[config.mk]
export PLATFORM = sky130hd
export DESIGN_NAME = mem_arbiter_flat
export DESIGN_NICKNAME = d
export VERILOG_FILES = /design/src/rtl/mem_arbiter_if.sv /design/src/rtl/mem_arbiter.sv /design/src/flat_wrapper.sv
export SDC_FILE = /design/constraint.sdc
export NUM_CORES = 1
export LEC_CHECK = 0
export CAP_MARGIN = 5
export CORE_ASPECT_RATIO = 1.75
export CORE_MARGIN = 2
export CORE_UTILIZATION = 46
export CTS_BUF_LIST = sky130_fd_sc_hd__clkbuf_2 sky130_fd_sc_hd__clkbuf_4 sky130_fd_sc_hd__clkbuf_8
export DETAILED_ROUTE_END_ITERATION = 8
export PLACE_DENSITY = 0.93
export RECOVER_POWER = 50
export SLEW_MARGIN = 20
export SYNTH_ARGS = -nofsm -noshare
export SYNTH_HDL_FRONTEND = slang
export SYNTH_SLANG_ARGS = --single-unit
[constraint.sdc]
create_clock -name clk -period 12.8 [get_ports clk]
set_input_delay 2.56 -clock clk [delete_from_list [all_inputs] [get_ports clk]]
set_output_delay 2.56 -clock clk [all_outputs]
set_load 0.05 [all_outputs]
[src/rtl/mem_arbiter_if.sv]
// Bus bundle between the arbiter, the pipeline's fetch/data ports and the memory side.
// The slave modport is the arbiter's view; master is the pipeline-plus-memory view.
interface mem_arbiter_if;
  logic        if_req;
  logic [31:0] if_addr;
  logic [31:0] if_rdata;
  logic        if_ready;
  logic        d_req;
  logic        d_we;
  logic [31:0] d_addr;
  logic [31:0] d_wdata;
  logic [3:0]  d_be;
  logic [31:0] d_rdata;
  logic        d_ready;
  logic        m_en;
  logic        m_we;
  logic [31:0] m_addr;
  logic [31:0] m_wdata;
  logic [3:0]  m_be;
  logic [31:0] m_rdata;
  logic        busy;

  modport slave (
    input  if_req, if_addr, d_req, d_we, d_addr, d_wdata, d_be, m_rdata,
    output if_rdata, if_ready, d_rdata, d_ready, m_en, m_we, m_addr, m_wdata, m_be, busy
  );

  modport master (
    output if_req, if_addr, d_req, d_we, d_addr, d_wdata, d_be, m_rdata,
    input  if_rdata, if_ready, d_rdata, d_ready, m_en, m_we, m_addr, m_wdata, m_be, busy
  );
endinterface

[src/rtl/mem_arbiter.sv]
// Shares one single-ported memory between instruction fetch and load/store:
// data-first priority with a fetch anti-starvation counter, one transaction at a time.
//
// state | meaning
// IDLE  | no transaction; sample requests and pick a winner
// ISSUE | m_en strobe for the latched transaction
// WAIT  | read latency countdown; capture m_rdata at zero
// DONE  | ready pulse to the winning port
module mem_arbiter #(
  parameter int MEM_LAT    = 1,
  parameter int STARVE_MAX = 4
) (
  input  logic         clk,
  input  logic         rst,
  mem_arbiter_if.slave bus
);

  typedef enum logic [1:0] {IDLE, ISSUE, WAIT, DONE} state_t;

  localparam logic [2:0] LAT_LOAD   = 3'(MEM_LAT - 1);
  localparam logic [3:0] STARVE_LIM = 4'(STARVE_MAX);

  state_t      state_q, state_d;
  logic [2:0]  lat_q, lat_d;
  logic [3:0]  starve_q, starve_d;
  logic        gnt_data_q, gnt_data_d;
  logic        we_q, we_d;
  logic [31:0] addr_q, addr_d;
  logic [31:0] wdata_q, wdata_d;
  logic [3:0]  be_q, be_d;
  logic [31:0] if_rdata_q, if_rdata_d;
  logic [31:0] d_rdata_q, d_rdata_d;
  logic        pick_data;

  always_ff @(posedge clk or posedge rst) begin
    if (rst) begin
      state_q    <= IDLE;
      lat_q      <= '0;
      starve_q   <= '0;
      gnt_data_q <= 1'b0;
      we_q       <= 1'b0;
      addr_q     <= '0;
      wdata_q    <= '0;
      be_q       <= '0;
      if_rdata_q <= '0;
      d_rdata_q  <= '0;
    end else begin
      state_q    <= state_d;
      lat_q      <= lat_d;
      starve_q   <= starve_d;
      gnt_data_q <= gnt_data_d;
      we_q       <= we_d;
      addr_q     <= addr_d;
      wdata_q    <= wdata_d;
      be_q       <= be_d;
      if_rdata_q <= if_rdata_d;
      d_rdata_q  <= d_rdata_d;
    end
  end

  always_comb begin
    state_d    = state_q;
    lat_d      = lat_q;
    starve_d   = starve_q;
    gnt_data_d = gnt_data_q;
    we_d       = we_q;
    addr_d     = addr_q;
    wdata_d    = wdata_q;
    be_d       = be_q;
    if_rdata_d = if_rdata_q;
    d_rdata_d  = d_rdata_q;
    pick_data  = 1'b0;

    case (state_q)
      IDLE: begin
        if (bus.d_req || bus.if_req) begin
          // Fetch overrides data only once the starvation count has reached its limit.
          pick_data  = bus.d_req && !(bus.if_req && (starve_q == STARVE_LIM));
          gnt_data_d = pick_data;
          state_d    = ISSUE;
          if (pick_data) begin
            we_d    = bus.d_we;
            addr_d  = bus.d_addr;
            wdata_d = bus.d_wdata;
            be_d    = bus.d_be;
            if (!bus.if_req)
              starve_d = '0;
            else if (starve_q != STARVE_LIM)
              starve_d = starve_q + 4'd1;
          end else begin
            we_d     = 1'b0;
            addr_d   = bus.if_addr;
            be_d     = 4'hF;
            starve_d = '0;
          end
        end
      end
      ISSUE: begin
        if (we_q) begin
          state_d = DONE;
        end else begin
          lat_d   = LAT_LOAD;
          state_d = WAIT;
        end
      end
      WAIT: begin
        if (lat_q == 3'd0) begin
          if (gnt_data_q) d_rdata_d  = bus.m_rdata;
          else            if_rdata_d = bus.m_rdata;
          state_d = DONE;
        end else begin
          lat_d = lat_q - 3'd1;
        end
      end
      DONE: state_d = IDLE;
      default: state_d = IDLE;
    endcase
  end

  assign bus.m_en     = (state_q == ISSUE);
  assign bus.m_we     = (state_q == ISSUE) && we_q;
  assign bus.m_addr   = addr_q;
  assign bus.m_wdata  = wdata_q;
  assign bus.m_be     = be_q;
  assign bus.if_ready = (state_q == DONE) && !gnt_data_q;
  assign bus.d_ready  = (state_q == DONE) && gnt_data_q;
  assign bus.if_rdata = if_rdata_q;
  assign bus.d_rdata  = d_rdata_q;
  assign bus.busy     = (state_q != IDLE);

endmodule

[src/flat_wrapper.sv]
// flat-port wrapper written by rule: the top's interface ports become plain ports
module mem_arbiter_flat 
#(
  parameter int MEM_LAT    = 1,
  parameter int STARVE_MAX = 4
)
  (clk, rst, bus_if_req, bus_if_addr, bus_d_req, bus_d_we, bus_d_addr, bus_d_wdata, bus_d_be, bus_m_rdata, bus_if_rdata, bus_if_ready, bus_d_rdata, bus_d_ready, bus_m_en, bus_m_we, bus_m_addr, bus_m_wdata, bus_m_be, bus_busy);
  mem_arbiter_if bus_i ();
  input  logic clk;
  input  logic rst;
  input wire logic [$bits(bus_i.if_req)-1:0] bus_if_req;
  input wire logic [$bits(bus_i.if_addr)-1:0] bus_if_addr;
  input wire logic [$bits(bus_i.d_req)-1:0] bus_d_req;
  input wire logic [$bits(bus_i.d_we)-1:0] bus_d_we;
  input wire logic [$bits(bus_i.d_addr)-1:0] bus_d_addr;
  input wire logic [$bits(bus_i.d_wdata)-1:0] bus_d_wdata;
  input wire logic [$bits(bus_i.d_be)-1:0] bus_d_be;
  input wire logic [$bits(bus_i.m_rdata)-1:0] bus_m_rdata;
  output wire logic [$bits(bus_i.if_rdata)-1:0] bus_if_rdata;
  output wire logic [$bits(bus_i.if_ready)-1:0] bus_if_ready;
  output wire logic [$bits(bus_i.d_rdata)-1:0] bus_d_rdata;
  output wire logic [$bits(bus_i.d_ready)-1:0] bus_d_ready;
  output wire logic [$bits(bus_i.m_en)-1:0] bus_m_en;
  output wire logic [$bits(bus_i.m_we)-1:0] bus_m_we;
  output wire logic [$bits(bus_i.m_addr)-1:0] bus_m_addr;
  output wire logic [$bits(bus_i.m_wdata)-1:0] bus_m_wdata;
  output wire logic [$bits(bus_i.m_be)-1:0] bus_m_be;
  output wire logic [$bits(bus_i.busy)-1:0] bus_busy;
  assign bus_i.if_req = bus_if_req;
  assign bus_i.if_addr = bus_if_addr;
  assign bus_i.d_req = bus_d_req;
  assign bus_i.d_we = bus_d_we;
  assign bus_i.d_addr = bus_d_addr;
  assign bus_i.d_wdata = bus_d_wdata;
  assign bus_i.d_be = bus_d_be;
  assign bus_i.m_rdata = bus_m_rdata;
  assign bus_if_rdata = bus_i.if_rdata;
  assign bus_if_ready = bus_i.if_ready;
  assign bus_d_rdata = bus_i.d_rdata;
  assign bus_d_ready = bus_i.d_ready;
  assign bus_m_en = bus_i.m_en;
  assign bus_m_we = bus_i.m_we;
  assign bus_m_addr = bus_i.m_addr;
  assign bus_m_wdata = bus_i.m_wdata;
  assign bus_m_be = bus_i.m_be;
  assign bus_busy = bus_i.busy;
  mem_arbiter #(.MEM_LAT(MEM_LAT), .STARVE_MAX(STARVE_MAX)) u_core (.clk(clk), .rst(rst), .bus(bus_i));
endmodule
==> metrics.md, run 1 <==
| Metric | Value |
|---|---|
| Nets | 874 |
| Unrepaired setup endpoints after global routing | false |
| Number of synthesized flops with an enable pin | 0 |
| Total iterations of the first detailed-routing run | 4 |
| Synth warn | 0 |
| Worst Hold Class | reg2reg |
| Worst skew pair latency | 0.43 ns |
| Port Buf Inserts | 273 |
| Initial core utilization | 46.96% |
| Final setup fails | 0 |
| Outcome | finished, violations left |
| Slowest CP cell | clkbuf_1 |
| Synthesized flop and latch total | 143 |
| Final Util | 71.83% |
| DP HPWL | 13,280 um |
| Fill cell count | 896 |
| Mapped Cells | 465 |
| Final worst path period share | 58.58% |
| Die area | 14,180 sq um |
| Clock root buffer | clkbuf_8 |
| FP Rows | 55 |
| Main synth FF type | dfrtp_1 |
| Crit Path Category | in2async |
| Critical path, cell by cell | dlygate4sd3_1 -> clkinvlp_2 -> clkbuf_1 |
| Fin area | 9293 sq um |
| Routed Antenna Nets | 0 |
| Final WL | 17,760 um |
| Vias in the first global route | 5,311 |
| Fin Clk Skew | 0.01245 ns |
| Sequential area share after synthesis | 58.90% |
| Maximum VDD drop | 0.0001678 V |
| Layout area overhead | 52.94% |
| Synth cell types | 34 |
| Final hold vios | 0 |
| Ys async rst share | 100.0% |
| Number of max-cap violations | 3 |
| Least-Margin Pin Slew | 3.637 ns |
| Chip width | 90.88 um |
| Post-cts resize count | 0 |
| Share of cells above drive strength 1 | 9.312% |
| Synth Cell Area | 6076 sq um |
| Largest net degree at the start of global routing | 86 |
| CTS buffer count | 17 |
| P_leak | 3.863 nW |
| DRC Markers | 0 |
| Avg Cell Area, Syn | 13.07 sq um |
| Slew Limit Fails | 187 |
| Cell Area, Placed | 8899 sq um |
| Hold depth | 1 |
| CTS tree | built |
| Delay of the slowest cell on the worst path | 2.18 ns |
| CTS HTree Levels | 4 |
| Vias | 4,871 |
| Hold Slack | 0.4946 ns |
| IO Count | 274 |
| Via density | 5.335 |
| Max-slew headroom | -143.8% |
| Post-CTS setup buffers | 0 |
| Routability cong. | 0.8496 |
| Clk slew on worst S/H paths | 0.08 ns |
| First-pass GRT wire length | 27,740 um |
| Tmin final | 7.498 ns |
| Initial antenna violation count | 1 |
| Total power | 2.963 mW |
| Remaining Overflow, GRT | 0 |
| PD cells | 318.8 nW/um^2 |
| Worst EP arrival | 7.40 ns |
| Num Clock Sinks | 143 |
| DIE HEIGHT | 156.0 um |
| CP max FO | 85 |
| Required time worst endpoint | 12.70 ns |
| Commonest non-fill, non-tap cell in the layout | clkdlybuf4s50_1 |
| Setup crit end kind | async pin |
| Commonest non-fill, non-tap cells in the layout | 239 x clkdlybuf4s50_1, 143 x dfrtp_1, 70 x nand2_1 |
| Failing checks | capacitance limit, slew limit |
| CP Launch Type | input pin |
| Net Count, Synth | 610 |
| CTS hold repair buffers | 0 |
| Clock Tree Buf Depth | 2 |
| Core area | 12,940 sq um |
| GRT Util Overall | 25.31% |
| Sum of negative setup slack | 0 ns |
| Cell depth of the worst flop-to-flop path | 6 |
| Initial drt markers | 139 |
| DR WL/cell | 19.46 um |
| Fmax | 133.4 MHz |
## flip-flops by register name (all words and copies together), names as in the netlist
register and cells:
u_core.bus.d_rdata 32, u_core.bus.if_rdata 32, u_core.bus.m_addr 32, u_core.bus.m_wdata 32, u_core.bus.m_be 4, u_core.starve_q 4, u_core.lat_q 3, u_core.state_q 2
u_core.gnt_data_q 1, u_core.we_q 1
## through the flow
stage,setup WS (ns),std cells
finish,5.302,913
CTS,7.873,912
global placement,8.040,881
global route,4.121,913
detailed placement,7.870,881
floorplan,6.402,465
## path summary, 6_finish.rpt
path                       slack, ns               startpoint                       to
min                             0.49  u_core.bus.if_rdata[29]  u_core.bus.if_rdata[29]
max in group clk                7.31                bus_d_req    u_core.bus.m_addr[28]
min reg2reg                     0.49  u_core.bus.if_rdata[29]  u_core.bus.if_rdata[29]
max                             5.30                      rst   u_core.bus.d_rdata[18]
max reg2reg                    10.10        u_core.state_q[0]    u_core.bus.m_addr[28]
min in group asynchronous       3.66                      rst  u_core.bus.if_rdata[22]
## power breakdown
part | internal (mW) | switching, mW | total (mW)
sequential | 0.678 | 0.137 | 0.815
clock | 0.195 | 0.173 | 0.368
combinational | 0.630 | 1.15 | 1.78
total | 1.50 | 1.46 | 2.96
## cell families after synthesis
kind of cell	synth area share, %
buf+inv	3.563
simple gates	9.823
compound gates	5.993
mux	19.93
flops	58.90
fa+ha+maj	1.648
xor+xnor	0.1442
## metal layers
metal	global-route usage, %	wire, um
met1	24.63	5924
met2	47.80	9892
met3	6.957	1066
met4	13.64	878
met5	0	0
## critical path: cells and delay by family
kind     cells  cell delay [ns]
buf+inv      3             4.77
## cells in the mapped netlist, drive strengths merged (2+ instances only)
cell    number  area share (%)
and2         2            0.21
o21ai        3            0.31
o211ai      32             4.0
ha           8             1.6
nor2b        2            0.21
nand2       70             4.3
a31oi        2            0.21
nand2b       2            0.21
o22a         5            0.72
inv         11            0.68
mux2        97              20
buf         18             1.9
nor2         2            0.12
and3         2            0.29
nand3        5            0.41
nand4       32             3.3
o22ai        3            0.31
dfrtp      143              59
clkbuf      16            0.99
## cell type report
| type | count | area [sq um] | area share (%) |
|---|---|---|---|
| Clock buffer | 18 | 241.5 | 2.599 |
| Timing Repair Buffer | 279 | 2770 | 29.81 |
| Tap cell | 171 | 214.0 | 2.302 |
| Clock inverter | 13 | 165.2 | 1.777 |
| Sequential cell | 143 | 3578 | 38.51 |
| Multi-Input combinational cell | 277 | 2278 | 24.52 |
| Inverter | 11 | 42.54 | 0.4578 |
| Antenna cell | 1 | 2.502 | 0.02693 |
No activity file was read; power rests on OpenSTA's default activity.
==> inputs of run 2 (changes only) <==
--- a/config.mk
+++ b/config.mk
@@ -8,10 +8,10 @@
 export CAP_MARGIN = 5
 export CORE_ASPECT_RATIO = 1.75
 export CORE_MARGIN = 2
-export CORE_UTILIZATION = 46
+export CORE_UTILIZATION = 43
 export CTS_BUF_LIST = sky130_fd_sc_hd__clkbuf_2 sky130_fd_sc_hd__clkbuf_4 sky130_fd_sc_hd__clkbuf_8
 export DETAILED_ROUTE_END_ITERATION = 8
-export PLACE_DENSITY = 0.93
+export PLACE_DENSITY = 0.88
 export RECOVER_POWER = 50
 export SLEW_MARGIN = 20
 export SYNTH_ARGS = -nofsm -noshare
==> constraint.sdc (replaced) <==
create_clock -name clk -period 7.6 [get_ports clk]
set_input_delay 1.52 -clock clk [delete_from_list [all_inputs] [get_ports clk]]
set_output_delay 1.52 -clock clk [all_outputs]
set_load 0.05 [all_outputs]
==> run 2 against run 1 <==
The run still ends with capacitance limit, slew limit left. Sequential power up 68%. First-iteration DRC count up 27%. Largest power group unchanged. Via count down 1.7%. Utilization down 4.7 points. Critical endpoint is now u_core.bus.m_addr[22].
==> metrics.md, run 2 (synthesis gave the netlist of run 1 again) <==
| Metric | Value |
|---|---|
| Core area | 13,840 sq um |
| Vias in the first global route | 5,234 |
| DP HPWL | 12,690 um |
| CTS hold repair buffers | 0 |
| CTS HTree Levels | 4 |
| Slowest CP cell | clkbuf_1 |
| Commonest non-fill, non-tap cells in the layout | 271 x clkdlybuf4s50_1, 143 x dfrtp_1, 70 x nand2_1 |
| Setup ws final | 3.346 ns |
| Routability cong. | 0.8571 |
| CP Launch Type | input pin |
| Setup crit end kind | register |
| Total iterations of the first detailed-routing run | 4 |
| GRT Util Overall | 22.31% |
| Critical path, cell by cell | dlygate4sd3_1 -> clkbuf_1 -> and2_1 -> o211ai_1 |
| Sum of negative setup slack | 0 ns |
| Max-slew headroom | -62.26% |
| Chip width | 93.86 um |
| Clock root buffer | clkbuf_8 |
| Final setup fails | 0 |
| Unrepaired setup endpoints after global routing | false |
| Worst Hold Class | reg2reg |
| Num Clock Sinks | 143 |
| Via density | 5.209 |
| Fin Clk Skew | 0.01459 ns |
| Final WL | 16,800 um |
| Remaining Overflow, GRT | 0 |
| Final worst path period share | 55.98% |
| Commonest non-fill, non-tap cell in the layout | clkdlybuf4s50_1 |
| Number of max-cap violations | 4 |
| Routed Antenna Nets | 0 |
| Clk slew on worst S/H paths | 0.08 ns |
| CP max FO | 40 |
| Maximum VDD drop | 0.0002788 V |
| DP Worst Slack | 3.771 ns |
| Clock Tree Buf Depth | 2 |
| PD cells | 531.7 nW/um^2 |
| Required time worst endpoint | 7.85 ns |
| DIE HEIGHT | 161.3 um |
| Worst skew pair latency | 0.43 ns |
| Final hold vios | 0 |
| First-pass GRT wire length | 26,390 um |
| Layout area overhead | 52.86% |
| Outcome | finished, violations left |
| Slew Limit Fails | 165 |
| Share of cells above drive strength 1 | 9.434% |
| Largest net degree at the start of global routing | 88 |
| Post-CTS setup buffers | 0 |
| Least-Margin Pin Slew | 2.421 ns |
| WP buf/inv | 2 |
| DR WL/cell | 18.29 um |
| Cell family with most CP delay | buffers and inverters |
| Initial antenna violation count | 0 |
| Vias | 4,787 |
| Initial drt markers | 176 |
| Nets | 874 |
| Fmax | 235.1 MHz |
| Post-cts resize count | 0 |
| Port Buf Inserts | 273 |
| Antenna Cells | 0 |
| FP Rows | 57 |
| IO Count | 274 |
| Crit Path Category | in2reg |
| Initial core utilization | 43.91% |
| CTS tree | built |
| CTS buffer count | 17 |
| Tmin final | 4.254 ns |
| P_leak | 3.837 nW |
| Worst EP arrival | 4.50 ns |
| Failing checks | capacitance limit, slew limit |
| DRC Markers | 0 |
| Delay of the slowest cell on the worst path | 1.20 ns |
| Die area | 15,130 sq um |
==> run 2: worst paths after layout <==
kind,slack (ns),cells after the start,endpoint,from
setup / recovery,3.35,4,u_core.bus.m_addr[22],bus_d_req
hold / removal,0.50,1,u_core.bus.d_rdata[20],u_core.bus.d_rdata[20]
setup reg to reg,4.71,7,u_core.bus.if_rdata[16],u_core.lat_q[0]
hold reg to reg,0.50,1,u_core.bus.d_rdata[20],u_core.bus.d_rdata[20]
max in group asynchronous,3.79,3,u_core.bus.m_addr[14],rst
min in group asynchronous,2.21,2,u_core.bus.m_wdata[17],rst
==> run 2: where the power goes <==
group	leakage, nW	switching (mW)	total (mW)	internal, mW
registers	1.70	0.224	1.37	1.14
logic	1.95	1.91	2.98	1.07
clock network	0.189	0.306	0.594	0.288
total	3.84	2.44	4.94	2.50
==> run 2: layout make-up <==
type	instances	area, sq um
inverter	11	42.54
fill	1021	4548
clock inverter	12	123.9
multi-input combinational	277	2282
clock buffer	20	269.0
tap	177	221.5
timing repair buffer	279	2770
sequential	143	3578
==> run 2: per-layer routing <==
metal	GRT usage [%]	vias to the layer above	share of wire [%]
met5	0	-	0
met4	9.750	0	3.3
met3	4.804	33	5.8
met2	41.69	221	56
met1	23.34	2351	35
li1	-	2182	-
==> run 2: worst register-to-register path: cells and delay by family, from the launching register on <==
family,cells,cell delay (ns)
multiplexers,1,0.44
flip-flops,1,0.32
AND/OR/NAND/NOR,2,0.18
buffers and inverters,2,1.39
adder cells (fa/ha/maj),2,0.43
==> run 2: metrics by stage <==
stage	total power, mW	area [sq um]	hold WS [ns]	std cells	util (%)
global route	5.153	9288	0.5059	919	67.13
detailed placement	4.374	8906	0.4807	887	64.37
CTS	4.981	9299	0.4984	919	67.21
finish	4.938	9288	0.4972	919	67.13
global placement	4.278	8905	0.4731	887	64.36
floorplan	3.333	6076	0.4733	465	-
